===== src/rtl/alu_writeback_regfile_pkg.sv =====
// alu_writeback_regfile_pkg: shared widths and reset value for the write-back stage.
package alu_writeback_regfile_pkg;
   localparam int DEF_DATA_W = 8;
   localparam int DEF_ADDR_W = 3;
   localparam int DEF_NREGS  = 2 ** DEF_ADDR_W;
   localparam logic [DEF_DATA_W-1:0] RST_VAL = '0;
endpackage


===== src/rtl/alu_writeback_regfile_pending.sv =====
// wb_pending_reg: one-entry pending-write register between ALU capture and array commit.
module wb_pending_reg
   import alu_writeback_regfile_pkg::*;
#(
   parameter int DATA_W = DEF_DATA_W,
   parameter int ADDR_W = DEF_ADDR_W
) (
   input  logic              clk,
   input  logic              rst_n,
   input  logic              capture_en,
   input  logic [ADDR_W-1:0] capture_addr,
   input  logic [DATA_W-1:0] capture_data,
   output logic              pend_valid,
   output logic [ADDR_W-1:0] pend_addr,
   output logic [DATA_W-1:0] pend_data
);
   logic              valid_q, valid_d;
   logic [ADDR_W-1:0] addr_q, addr_d;
   logic [DATA_W-1:0] data_q, data_d;
   always_comb begin
      valid_d = capture_en;
      addr_d  = capture_addr;
      data_d  = capture_data;
   end
   always_ff @(posedge clk or negedge rst_n)
      if (!rst_n) begin
         valid_q <= 1'b0;
         addr_q  <= '0;
         data_q  <= DATA_W'(RST_VAL);
      end else begin
         valid_q <= valid_d;
         addr_q  <= addr_d;
         data_q  <= data_d;
      end
   assign pend_valid = valid_q;
   assign pend_addr  = addr_q;
   assign pend_data  = data_q;
endmodule


===== src/rtl/alu_writeback_regfile.sv =====
// alu_writeback_regfile: write-back stage and register file with a one-entry pending write.
// ALU_WB_BYPASS_EN forwards the pending write to the read ports; otherwise HAZARDx flags it.
module alu_writeback_regfile
   import alu_writeback_regfile_pkg::*;
#(
   parameter int DATA_W = DEF_DATA_W,
   parameter int NREGS  = DEF_NREGS,
   parameter int ADDR_W = DEF_ADDR_W
) (
   input  logic              CLK,
   input  logic              RESET_N,
   input  logic              WRITEENABLE,
   input  logic [ADDR_W-1:0] WRITEREG,
   input  logic [DATA_W-1:0] WRITEDATA,
   input  logic [ADDR_W-1:0] READREG1,
   input  logic [ADDR_W-1:0] READREG2,
   output logic [DATA_W-1:0] REGOUT1,
   output logic [DATA_W-1:0] REGOUT2,
   output logic              PENDING,
   output logic              HAZARD1,
   output logic              HAZARD2
);
   logic              pend_valid;
   logic [ADDR_W-1:0] pend_addr;
   logic [DATA_W-1:0] pend_data;
   logic [DATA_W-1:0] regs_q [NREGS];
   logic [DATA_W-1:0] regs_d [NREGS];
   logic              hit1, hit2;

   wb_pending_reg #(.DATA_W(DATA_W), .ADDR_W(ADDR_W)) u_pend (
      .clk          (CLK),
      .rst_n        (RESET_N),
      .capture_en   (WRITEENABLE),
      .capture_addr (WRITEREG),
      .capture_data (WRITEDATA),
      .pend_valid   (pend_valid),
      .pend_addr    (pend_addr),
      .pend_data    (pend_data)
   );

   // Commit the older entry on the same edge the newer one is captured.
   always_comb begin
      regs_d = regs_q;
      if (pend_valid) regs_d[pend_addr] = pend_data;
   end

   always_ff @(posedge CLK or negedge RESET_N)
      if (!RESET_N) regs_q <= '{default: DATA_W'(RST_VAL)};
      else          regs_q <= regs_d;

   assign hit1    = pend_valid && (READREG1 == pend_addr);
   assign hit2    = pend_valid && (READREG2 == pend_addr);
   assign PENDING = pend_valid;

`ifdef ALU_WB_BYPASS_EN
   assign REGOUT1 = hit1 ? pend_data : regs_q[READREG1];
   assign REGOUT2 = hit2 ? pend_data : regs_q[READREG2];
   assign HAZARD1 = 1'b0;
   assign HAZARD2 = 1'b0;
`else
   assign REGOUT1 = regs_q[READREG1];
   assign REGOUT2 = regs_q[READREG2];
   assign HAZARD1 = hit1;
   assign HAZARD2 = hit2;
`endif
endmodule

===== config.mk =====
export PLATFORM = sky130hd
export DESIGN_NAME = alu_writeback_regfile
export DESIGN_NICKNAME = d
export VERILOG_FILES = /design/src/rtl/alu_writeback_regfile_pkg.sv /design/src/rtl/alu_writeback_regfile_pending.sv /design/src/rtl/alu_writeback_regfile.sv
export SDC_FILE = /design/constraint.sdc
export NUM_CORES = 1
export LEC_CHECK = 0
export BUFFER_PORTS_ARGS = -buffer_cell sky130_fd_sc_hd__buf_2
export CORE_ASPECT_RATIO = 1.25
export CORE_MARGIN = 1.5
export CORE_UTILIZATION = 50
export DETAILED_ROUTE_END_ITERATION = 8
export GPL_TIMING_DRIVEN = 0
export HOLD_SLACK_MARGIN = 0.15
export PLACE_DENSITY_LB_ADDON = 0.15
export RECOVER_POWER = 50
export SLEW_MARGIN = 20
export SYNTH_ARGS = -nofsm -noshare
export SYNTH_HDL_FRONTEND = slang
export SYNTH_SLANG_ARGS = --single-unit

===== constraint.sdc =====
create_clock -name CLK -period 5.5 [get_ports CLK]
set_clock_uncertainty 0.05 [all_clocks]
set_input_delay 1.65 -clock CLK [delete_from_list [all_inputs] [get_ports CLK]]
set_output_delay 1.65 -clock CLK [all_outputs]
set_load 0.05 [all_outputs]

# After elaboration in Yosys (flattened, before gate mapping)
# Index checks and enable logic that the tools add are counted.
[op_classes]
muxes = 9
bitwise_logic = 3
n_eq_ne = 2
reduce_logical = 3
order_cmp = 4
[ops]
columns = ["op", "count"]
rows = [
  ["$bwmux 64", 1],
  ["$bmux 8 s3", 2],
  ["$mux 8", 5],
  ["$demux 8 s3", 1],
  ["$ge 4x4->1 const B", 3],
  ["$not 3->4", 3],
  ["$eq 3x3->1", 2],
  ["$lt 4x1->1 const B", 1],
  ["$logic_and 1x1->1", 3],
]
[totals]
output_inout_bits = 19
ff_bits = 76
elab_cells = 32
inputBits = 20

# Longest topological paths before layout
# Gate-level depths: netlist of run 1.
[logic_depth]
depth_word = 6
depth_mapped = 4
ltp_nobuf = 2

# By module
# Synthesis of run 1 repeated with hierarchy kept, for this count alone.
[unflattened]
cells_unflattened = 221
area_unflattened_um2 = 3918.8
[by_module_without_submodules]
columns = ["module", "cells_each", "instances", "area_per_inst_um2", "seq_area_each_um2"]
rows = [
  ["alu_writeback_regfile", 209, 1, 3618.5, 1601.5],
  ["wb_pending_reg", 12, 1, 300.3, 300.3],
]

# Least setup slack after synthesis of run 1
# OpenSTA, ideal clock, no wires.
[synth_path]
kind = "input port to output port"
start = "input READREG2[0]"
end = "output REGOUT2[0]"
t_required_ps = 3800
cell_stages = 4
setup_slack_ps = 979
path_buffers = 2
arrival_time_ps = 2821
cell_sequence = "buf_6 -> buf_12 -> mux4_1 -> mux2_2"
[synth_via]
elab_chain_len = 4
[synth_lines]
columns = ["element", "line_no", "source"]
rows = [
  ["start, declared", "alu_writeback_regfile.sv:16", "input logic [ADDR_W-1:0] READREG2,"],
  ["$not 3->4 (implied by the code)", "alu_writeback_regfile.sv:62", "assign REGOUT2 = regs_q[READREG2];"],
  ["$bmux 8 s3", "alu_writeback_regfile.sv:62", ""],
  ["$mux 8 (implied by the code) (2 in series)", "alu_writeback_regfile.sv:62", ""],
  ["end, declared", "alu_writeback_regfile.sv:18", "output logic [DATA_W-1:0] REGOUT2,"],
]
# No other way between the ends. The select of a mux whose other input is x is not followed.

# Worst setup path after layout of run 1
[layout_path]
start = "input READREG1[2]"
end = "output REGOUT1[4]"
[layout_via]
elab_chain_len = 4
[layout_lines]
columns = ["element", "line_no", "source"]
rows = [
  ["start, declared", "alu_writeback_regfile.sv:15", "input logic [ADDR_W-1:0] READREG1,"],
  ["$not 3->4 (implied by the code)", "alu_writeback_regfile.sv:61", "assign REGOUT1 = regs_q[READREG1];"],
  ["$bmux 8 s3", "alu_writeback_regfile.sv:61", ""],
  ["$mux 8 (implied by the code) (2 in series)", "alu_writeback_regfile.sv:61", ""],
  ["end, declared", "alu_writeback_regfile.sv:17", "output logic [DATA_W-1:0] REGOUT1,"],
]
# No other way between the ends. The select of a mux whose other input is x is not followed.

==> flow_metrics.env, run 1 <==
export IMPL_outcome="finished with violations"
export IMPL_violations="max-capacitance violations, max-slew violations"
export IMPL_drv_slew=53
export IMPL_hold_path_endpoint="regs_q[52]$_DFFE_PN0P_"
export IMPL_crit_top_cell="buf_2"
export IMPL_cts_sinks=76
export IMPL_max_slew_margin=-0.4778
export IMPL_ys_warn_count=0
export IMPL_grt_util_all_layers=0.2207
export IMPL_rsz0062_at_grt="false"
export IMPL_first_pass_iters=4
export IMPL_clockRootBuffer="clkbuf_8"
export IMPL_core_sq_um=7488
export IMPL_grt_max_degree=53
export IMPL_crit_type="input pin to output port"
export IMPL_wire_per_inst_microns=22.29
export IMPL_num_rows=35
export IMPL_cp_slowest_cell="clkbuf_1"
export IMPL_synth_net_count=241
export IMPL_gp_congestion=0.7340
export IMPL_synth_distinct_cells=14
export IMPL_clock_latency_ps=350
export IMPL_drc_errors=0
export IMPL_critical_path_required_ps=3800
export IMPL_die_h_microns=102.0
export IMPL_mappedNetlistArea_sq_um=3919
export IMPL_grt_pass1_wl_mm=12.74
export IMPL_cts_path_max_buffers=2
export IMPL_grt_pass1_vias=2296
export IMPL_critPathLaunch="READREG1[2]"
export IMPL_drt_iter0_markers=125
export IMPL_ant_nets=0
export IMPL_synth_seq_cells=76
export IMPL_syn_avg_cell_area_sq_um=17.73
export IMPL_hold_buffers=0
export IMPL_rrSetupSlack_ps=3320
export IMPL_r2r_end="regs_q[54]$_DFFE_PN0P_"
export IMPL_drive_gt1_frac=0.5074
export IMPL_hold_viol_final=0
export IMPL_htreeDepth=3
export IMPL_nets=285
export IMPL_worst_pin_slew_ps=2217
export IMPL_cp_max_fo=10
export IMPL_r2r_start="u_pend.pend_addr[0]$_DFF_PN0_"
export IMPL_ys_seq_area_frac=0.4853
export IMPL_fin_crit_sh=0.9221
export IMPL_diodes=0
export IMPL_setup_viol_count_final=0
export IMPL_max_freq_mhz=197.2
export IMPL_cp_start_kind="input pin"
export IMPL_grt_overflow=0
export IMPL_p_leak_nw=1.960
export IMPL_cap_viol_max_count=1
export IMPL_num_vias=2193
export IMPL_hold_class="flip-flop to flip-flop"
export IMPL_timing_hold_ws_ps=470.7
export IMPL_max_vdd_ir_drop_v=0.0002412
export IMPL_syn_inst=221
export IMPL_crit_buf_inv=3
export IMPL_hold_depth=1
export IMPL_powerDensity_nw_per_um2=388.5
export IMPL_cts_buffers=9
export IMPL_routed_wl_mm=8.070
export IMPL_post_dp_hpwl_mm=5.153
export IMPL_cp_slowest_stage_delay_ps=480
export IMPL_vias_per_cell=6.058
export IMPL_synthToLayoutAreaGrowth_pct=13.57
export IMPL_cts_repair_resized=0
export IMPL_finalCriticalPeriod_ps=5071
export IMPL_dieArea_sq_um=8381
export IMPL_tns_ps=0
export IMPL_ios=39
export IMPL_cts_setup_buffers=0
export IMPL_worstPathCellList="clkbuf_1 -> buf_2 -> mux4_1 -> mux2_2 -> buf_2"
export IMPL_start_util=0.5233
export IMPL_port_buffers=32
export IMPL_cp_depth=5
export IMPL_clk_pin_slew_worst_paths_ps=70
export IMPL_worst_hold_startpoint="regs_q[52]$_DFFE_PN0P_"
export IMPL_antenna_found_initial=0
export IMPL_cp_arrival_ps=3370
export IMPL_worst_setup_path_end_kind="output port"
export IMPL_cts_tree="yes"
export IMPL_final_core_util=0.5943
export IMPL_chipWidth_microns=82.19
export IMPL_crit_family="buffers and inverters"
export IMPL_worst_r2r_path_depth=4
==> sequential cells by signal, summed over array words and instances (netlist names) <==
register / flops
u_pend.pend_valid: 1
u_pend.pend_addr: 3
u_pend.pend_data: 8
regs_q: 64
==> metal layers <==
layer	vias up	share of wire	global-route usage
met5	-	0	0
met4	0	0.022	0.09257
met3	16	0.031	0.04732
met2	40	0.50	0.3565
met1	1156	0.45	0.2868
li1	981	-	-
==> per-stage QoR <==
step           instance area, sq um  power, W  cells  setup slack [ps]
6_report                       4451  0.001729    362             428.6
5_1_grt                        4451  0.001812    362             276.4
4_1_cts                        4474  0.001747    362             422.4
3_5_place_dp                   4224  0.001221    346             423.5
3_3_place_gp                   4194  0.001203    345             447.8
2_1_floorplan                  3919  0.001110    221             978.9
==> worst max-delay path by stage <==
stage | to | slack [ps]
2_1_floorplan | REGOUT2[0] | 980
3_3_place_gp | REGOUT1[2] | 450
3_5_place_dp | REGOUT1[2] | 420
4_1_cts | REGOUT1[3] | 420
5_1_grt | regs_q[8]$_DFFE_PN0P_ | 280
6_report | REGOUT1[4] | 430
==> where the power goes <==
group / switching (W) / internal, W
clock: 0.000200 / 0.000326
sequential: 0.0000701 / 0.000667
combinational: 0.000236 / 0.000230
total: 0.000506 / 0.00122
==> cells by family after synthesis <==
group	Yosys count	synth area share
flip-flops	76	0.4853
AND/OR/NAND/NOR	10	0.02650
XOR/XNOR	6	0.01341
buffers and inverters	17	0.03129
multiplexers	112	0.4435
==> worst register-to-register path: stages, from the launching register on <==
cell,delay [ps]
dfrtp_1,320
clkbuf_1,400
nor4bb_1,340
clkbuf_1,550
mux2_2,410
==> cell usage after synthesis <==
cell type  instances  share of area
buf_2              9          0.011
nand4b_1           3         0.0067
nand4_1            1         0.0016
nor4b_4            1         0.0061
nor4bb_1           3         0.0077
and4_1             2         0.0045
buf_6              2         0.0057
mux4_2             1         0.0057
clkbuf_1           4         0.0038
mux2_2            80           0.23
xnor2_1            6          0.013
mux4_1            31           0.21
dfrtp_1           76           0.49
buf_12             2          0.010
==> layout make-up <==
cell class,count,area (sq um)
Fill cell,598,3038
Sequential cell,76,1902
Multi-Input combinational cell,128,1894
Timing Repair Buffer,33,171.4
Clock buffer,12,155.1
Buffer,17,117.6
Tap cell,92,115.1
Clock inverter,4,95.09
==> cell usage in the layout (no fill, tap or decap) <==
cell type,netlist,routed
clkbuf_8,0,11
dfrtp_1,76,76
nor4bb_1,3,3
buf_12,2,2
mux4_1,31,31
dlymetal6s4s_1,0,1
mux2_2,80,80
nand4_1,1,1
nand4b_1,3,3
mux4_2,1,1
xnor2_1,6,6
nor4b_4,1,1
buf_2,9,36
and4_1,2,2
buf_6,2,2
clkinv_2,0,1
clkbuf_1,4,10
bufinv_16,0,3
Note: power is estimated with default switching activity, not from simulation.
==> inputs of run 2 (changes only) <==
RECOVER_POWER = unset   (was 50)
==> flow_metrics.env, run 2 (synthesis gave the netlist of run 1 again) <==
export IMPL_clockRootBuffer="clkbuf_8"
export IMPL_vias_per_cell=6.066
export IMPL_tns_ps=0
export IMPL_wire_per_inst_microns=22.31
export IMPL_powerDensity_nw_per_um2=386.9
export IMPL_cp_slowest_cell="clkbuf_1"
export IMPL_diodes=0
export IMPL_nets=285
export IMPL_rsz0062_at_grt="false"
export IMPL_cp_max_fo=10
export IMPL_die_h_microns=102.0
export IMPL_hold_viol_final=0
export IMPL_ant_nets=0
export IMPL_crit_family="buffers and inverters"
export IMPL_crit_top_cell="buf_2"
export IMPL_fin_ws_ps=433.0
export IMPL_setup_viol_count_final=0
export IMPL_fin_crit_sh=0.9213
export IMPL_num_rows=35
export IMPL_p_leak_nw=1.979
export IMPL_finalCriticalPeriod_ps=5067
export IMPL_worstPathCellList="clkbuf_1 -> buf_2 -> mux4_1 -> mux2_2 -> buf_2"
export IMPL_worst_pin_slew_ps=816.3
export IMPL_first_pass_iters=4
export IMPL_max_slew_margin=0.4535
export IMPL_cts_tree="yes"
export IMPL_critical_path_required_ps=3800
export IMPL_chipWidth_microns=82.19
export IMPL_start_util=0.5233
export IMPL_gp_congestion=0.7340
export IMPL_synthToLayoutAreaGrowth_pct=14.18
export IMPL_placed_cells=346
export IMPL_core_sq_um=7488
export IMPL_grt_overflow=0
export IMPL_crit_type="input pin to output port"
export IMPL_num_vias=2196
export IMPL_outcome="completed"
export IMPL_drv_slew=0
export IMPL_rrSetupSlack_ps=3580
export IMPL_htreeDepth=3
export IMPL_drt_iter0_markers=101
export IMPL_fin_total_pwr_w=0.001731
export IMPL_antenna_found_initial=0
export IMPL_cp_slowest_stage_delay_ps=470
export IMPL_cp_arrival_ps=3370
export IMPL_largest_register_ffs=64
export IMPL_timing_hold_ws_ps=470.7
export IMPL_clock_latency_ps=350
export IMPL_grt_pass1_vias=2296
export IMPL_dp_slack_ps=423.5
export IMPL_finalNonFillerCells=362
export IMPL_crit_buf_inv=3
export IMPL_final_common_cell="mux2_2"
export IMPL_drc_errors=0
export IMPL_cts_setup_buffers=0
export IMPL_hold_class="flip-flop to flip-flop"
export IMPL_ios=39
export IMPL_cap_viol_max_count=0
export IMPL_grt_util_all_layers=0.2207
export IMPL_cts_repair_resized=0
export IMPL_grt_max_degree=53
export IMPL_most_common_layout_cells="mux2_2 (80), dfrtp_1 (76), buf_2 (40)"
export IMPL_port_buffers=32
export IMPL_cts_sinks=76
export IMPL_hold_buffers=0
export IMPL_cp_start_kind="input pin"
export IMPL_cts_path_max_buffers=2
export IMPL_top_register="regs_q"
export IMPL_clk_pin_slew_worst_paths_ps=70
export IMPL_post_dp_hpwl_mm=5.153
export IMPL_cts_buffers=9
export IMPL_routed_wl_mm=8.078
export IMPL_max_freq_mhz=197.4
export IMPL_worst_setup_path_end_kind="output port"
export IMPL_drive_gt1_frac=0.5296
export IMPL_dieArea_sq_um=8381
export IMPL_grt_pass1_wl_mm=12.74
export IMPL_max_vdd_ir_drop_v=0.0002411
[run 2: per-layer routing]
metal | up-vias | share of wire | global-route usage
met2 | 46 | 0.49 | 0.3565
met3 | 16 | 0.036 | 0.04732
met5 | - | 0 | 0
met1 | 1154 | 0.45 | 0.2868
li1 | 980 | - | -
met4 | 0 | 0.022 | 0.09257
[run 2: layout make-up]
| cell class | count | area, sq um |
|---|---|---|
| Fill cell | 593 | 3014 |
| Clock inverter | 4 | 95.09 |
| Clock buffer | 12 | 155.1 |
| Buffer | 17 | 122.6 |
| Multi-Input combinational cell | 128 | 1894 |
| Tap cell | 92 | 115.1 |
| Timing Repair Buffer | 33 | 190.2 |
| Sequential cell | 76 | 1902 |
[run 2: power by group]
group	leakage (nW)	switching (W)	total, W	internal, W
clock	0.127	0.000200	0.000525	0.000326
combinational	0.944	0.000236	0.000469	0.000232
sequential	0.908	0.0000701	0.000737	0.000667
[run 2: through the flow]
stage | utilization | area [sq um]
global placement | 0.5601 | 4194
detailed placement | 0.5641 | 4224
finish | 0.5975 | 4474
global route | 0.5975 | 4474
CTS | 0.5975 | 4474
floorplan | - | 3919
[run 2: path summary, 6_finish.rpt]
| kind | endpoint | depth (start not counted) | from |
|---|---|---|---|
| worst max-delay path | REGOUT1[4] | 5 | READREG1[2] |
| worst min-delay path | regs_q[52]$_DFFE_PN0P_ | 1 | regs_q[52]$_DFFE_PN0P_ |
| worst max register to register | regs_q[16]$_DFFE_PN0P_ | 3 | u_pend.pend_addr[1]$_DFF_PN0_ |
| worst min register to register | regs_q[52]$_DFFE_PN0P_ | 1 | regs_q[52]$_DFFE_PN0P_ |
| max in group asynchronous | regs_q[42]$_DFFE_PN0P_ | 2 | RESET_N |
| min in group asynchronous | regs_q[14]$_DFFE_PN0P_ | 1 | RESET_N |
[run 2: worst register-to-register path, cell delays in order, from the launching register on]
cell and delay [ps]:
dfrtp_1 360, buf_2 190, nand4b_1 690, mux2_2 530
==> inputs of run 3 (changes only) <==
PLACE_DENSITY = 0.69   (was unset)
PLACE_DENSITY_LB_ADDON = unset   (was 0.15)
SETUP_SLACK_MARGIN = 0.3   (was unset)
==> flow_metrics.env, run 3 (synthesis gave the netlist of run 1 again) <==
export IMPL_worst_pin_slew_ps=821.1
export IMPL_place_area_sq_um=4224
export IMPL_rrSetupSlack_ps=3590
export IMPL_final_core_util=0.5891
export IMPL_final_cell_area_sq_um=4412
export IMPL_max_vdd_ir_drop_v=0.0001882
export IMPL_hold_viol_final=0
export IMPL_fin_ws_ps=385.3
export IMPL_grt_overflow=0
export IMPL_cts_sinks=76
export IMPL_tns_ps=0
export IMPL_hold_buffers=0
export IMPL_ios=39
export IMPL_grt_max_degree=52
export IMPL_num_rows=35
export IMPL_final_common_cell="mux2_2"
export IMPL_rsz0062_at_grt="false"
export IMPL_cap_viol_max_count=0
export IMPL_setup_viol_count_final=0
export IMPL_cts_buffers=9
export IMPL_largest_register_ffs=64
export IMPL_ant_nets=0
export IMPL_r2r_start="u_pend.pend_addr[1]$_DFF_PN0_"
export IMPL_powerDensity_nw_per_um2=365.1
export IMPL_most_common_layout_cells="mux2_2 (80), dfrtp_1 (76), buf_2 (40)"
export IMPL_port_buffers=32
export IMPL_outcome="completed"
export IMPL_power_frac_seq=0.459
export IMPL_p_leak_nw=1.950
export IMPL_worst_r2r_path_depth=3
export IMPL_cp_arrival_ps=3410
export IMPL_r2r_end="regs_q[22]$_DFFE_PN0P_"
export IMPL_fin_crit_sh=0.9299
export IMPL_hold_path_endpoint="regs_q[39]$_DFFE_PN0P_"
export IMPL_hold_depth=1
export IMPL_fin_total_pwr_w=0.001611
export IMPL_clock_latency_ps=340
export IMPL_clockRootBuffer="clkbuf_8"
export IMPL_p_sw_frac=0.3183
export IMPL_chipWidth_microns=82.19
export IMPL_nets=285
export IMPL_intPower_w=0.001098
export IMPL_hold_class="flip-flop to flip-flop"
export IMPL_max_slew_margin=0.4503
export IMPL_wire_per_inst_microns=23.26
export IMPL_cp_start_kind="input pin"
export IMPL_worst_setup_path_end_kind="output port"
export IMPL_vias_per_cell=6.083
export IMPL_crit_type="input pin to output port"
export IMPL_clk_pin_slew_worst_paths_ps=80
export IMPL_first_pass_iters=4
export IMPL_pwr_share_comb=0.292
export IMPL_core_sq_um=7488
export IMPL_routed_wl_mm=8.420
export IMPL_post_dp_hpwl_mm=5.262
export IMPL_dieArea_sq_um=8381
export IMPL_clkPwrFrac=0.249
export IMPL_cts_tree="yes"
export IMPL_dp_slack_ps=376.5
export IMPL_drive_gt1_frac=0.5333
export IMPL_grt_pass1_wl_mm=12.88
export IMPL_worst_hold_startpoint="regs_q[39]$_DFFE_PN0P_"
export IMPL_grt_pass1_vias=2299
export IMPL_cp_max_fo=10
export IMPL_cts_repair_resized=0
export IMPL_start_util=0.5233
export IMPL_p_switching_w=0.0005128
export IMPL_critical_path_required_ps=3800
export IMPL_drt_iter0_markers=132
export IMPL_grt_util_all_layers=0.2228
export IMPL_gp_congestion=0.7732
export IMPL_diodes=0
export IMPL_antenna_found_initial=0
export IMPL_cts_setup_buffers=0
export IMPL_die_h_microns=102.0
export IMPL_finalCriticalPeriod_ps=5115
export IMPL_htreeDepth=3
export IMPL_drc_errors=0
export IMPL_max_freq_mhz=195.5
export IMPL_cts_path_max_buffers=2
export IMPL_num_vias=2202
export IMPL_synthToLayoutAreaGrowth_pct=12.58
export IMPL_drv_slew=0
export IMPL_top_register="regs_q"
==> run 3: changes by cell type in the layout (fill, tap and decap cells not counted) <==
cell,delta
clkbuf_8,+1
bufinv_16,-3
clkinvlp_4,+1
clkbuf_1,-1
clkinv_2,+2
==> run 3: power by group through the flow <==
stage / clock (W) / combinational, W / sequential [W]
5_1_grt: 0.000438 / 0.000497 / 0.000758
3_3_place_gp: 0 / 0.000464 / 0.000740
6_report: 0.000401 / 0.000471 / 0.000739
2_1_floorplan: 0 / 0.000387 / 0.000723
4_1_cts: 0.000413 / 0.000477 / 0.000739
3_5_place_dp: 0 / 0.000476 / 0.000751
==> run 3: worst max path at each step <==
stage / startpoint / to / cells past startpoint
2_1_floorplan: READREG2[0] / REGOUT2[0] / 4
3_3_place_gp: READREG2[2] / REGOUT2[5] / 5
3_5_place_dp: READREG2[2] / REGOUT2[5] / 5
4_1_cts: READREG2[2] / REGOUT2[5] / 5
5_1_grt: READREG2[2] / REGOUT2[0] / 5
6_report: READREG2[2] / REGOUT2[0] / 5
==> run 3: cell type report <==
cell class | instances | area [sq um]
sequential | 76 | 1902
tap | 92 | 115.1
clock inverter | 4 | 22.52
multi-input combinational | 128 | 1894
buffer | 17 | 122.6
fill | 574 | 3077
timing repair buffer | 33 | 190.2
clock buffer | 12 | 165.2
==> run 3: critical path, stage by stage <==
cell      delay (ps)
clkbuf_1         490
buf_2            430
mux4_1           340
mux2_2           290
buf_2            210
==> run 3: per-layer routing <==
metal	routed length, microns	share of wire	vias up	track usage
met3	203	0.024	13	0.04107
met2	4179	0.50	43	0.3552
li1	-	-	981	-
met4	174	0.021	0	0.07953
met5	0	0	-	0
met1	3862	0.46	1165	0.3053
==> run 3: per-stage QoR <==
stage | hold slack [ps] | std cells
6_report | 467.7 | 362
4_1_cts | 467.6 | 362
3_3_place_gp | 443.0 | 345
3_5_place_dp | 450.1 | 346
2_1_floorplan | 434.9 | 221
5_1_grt | 492.7 | 362
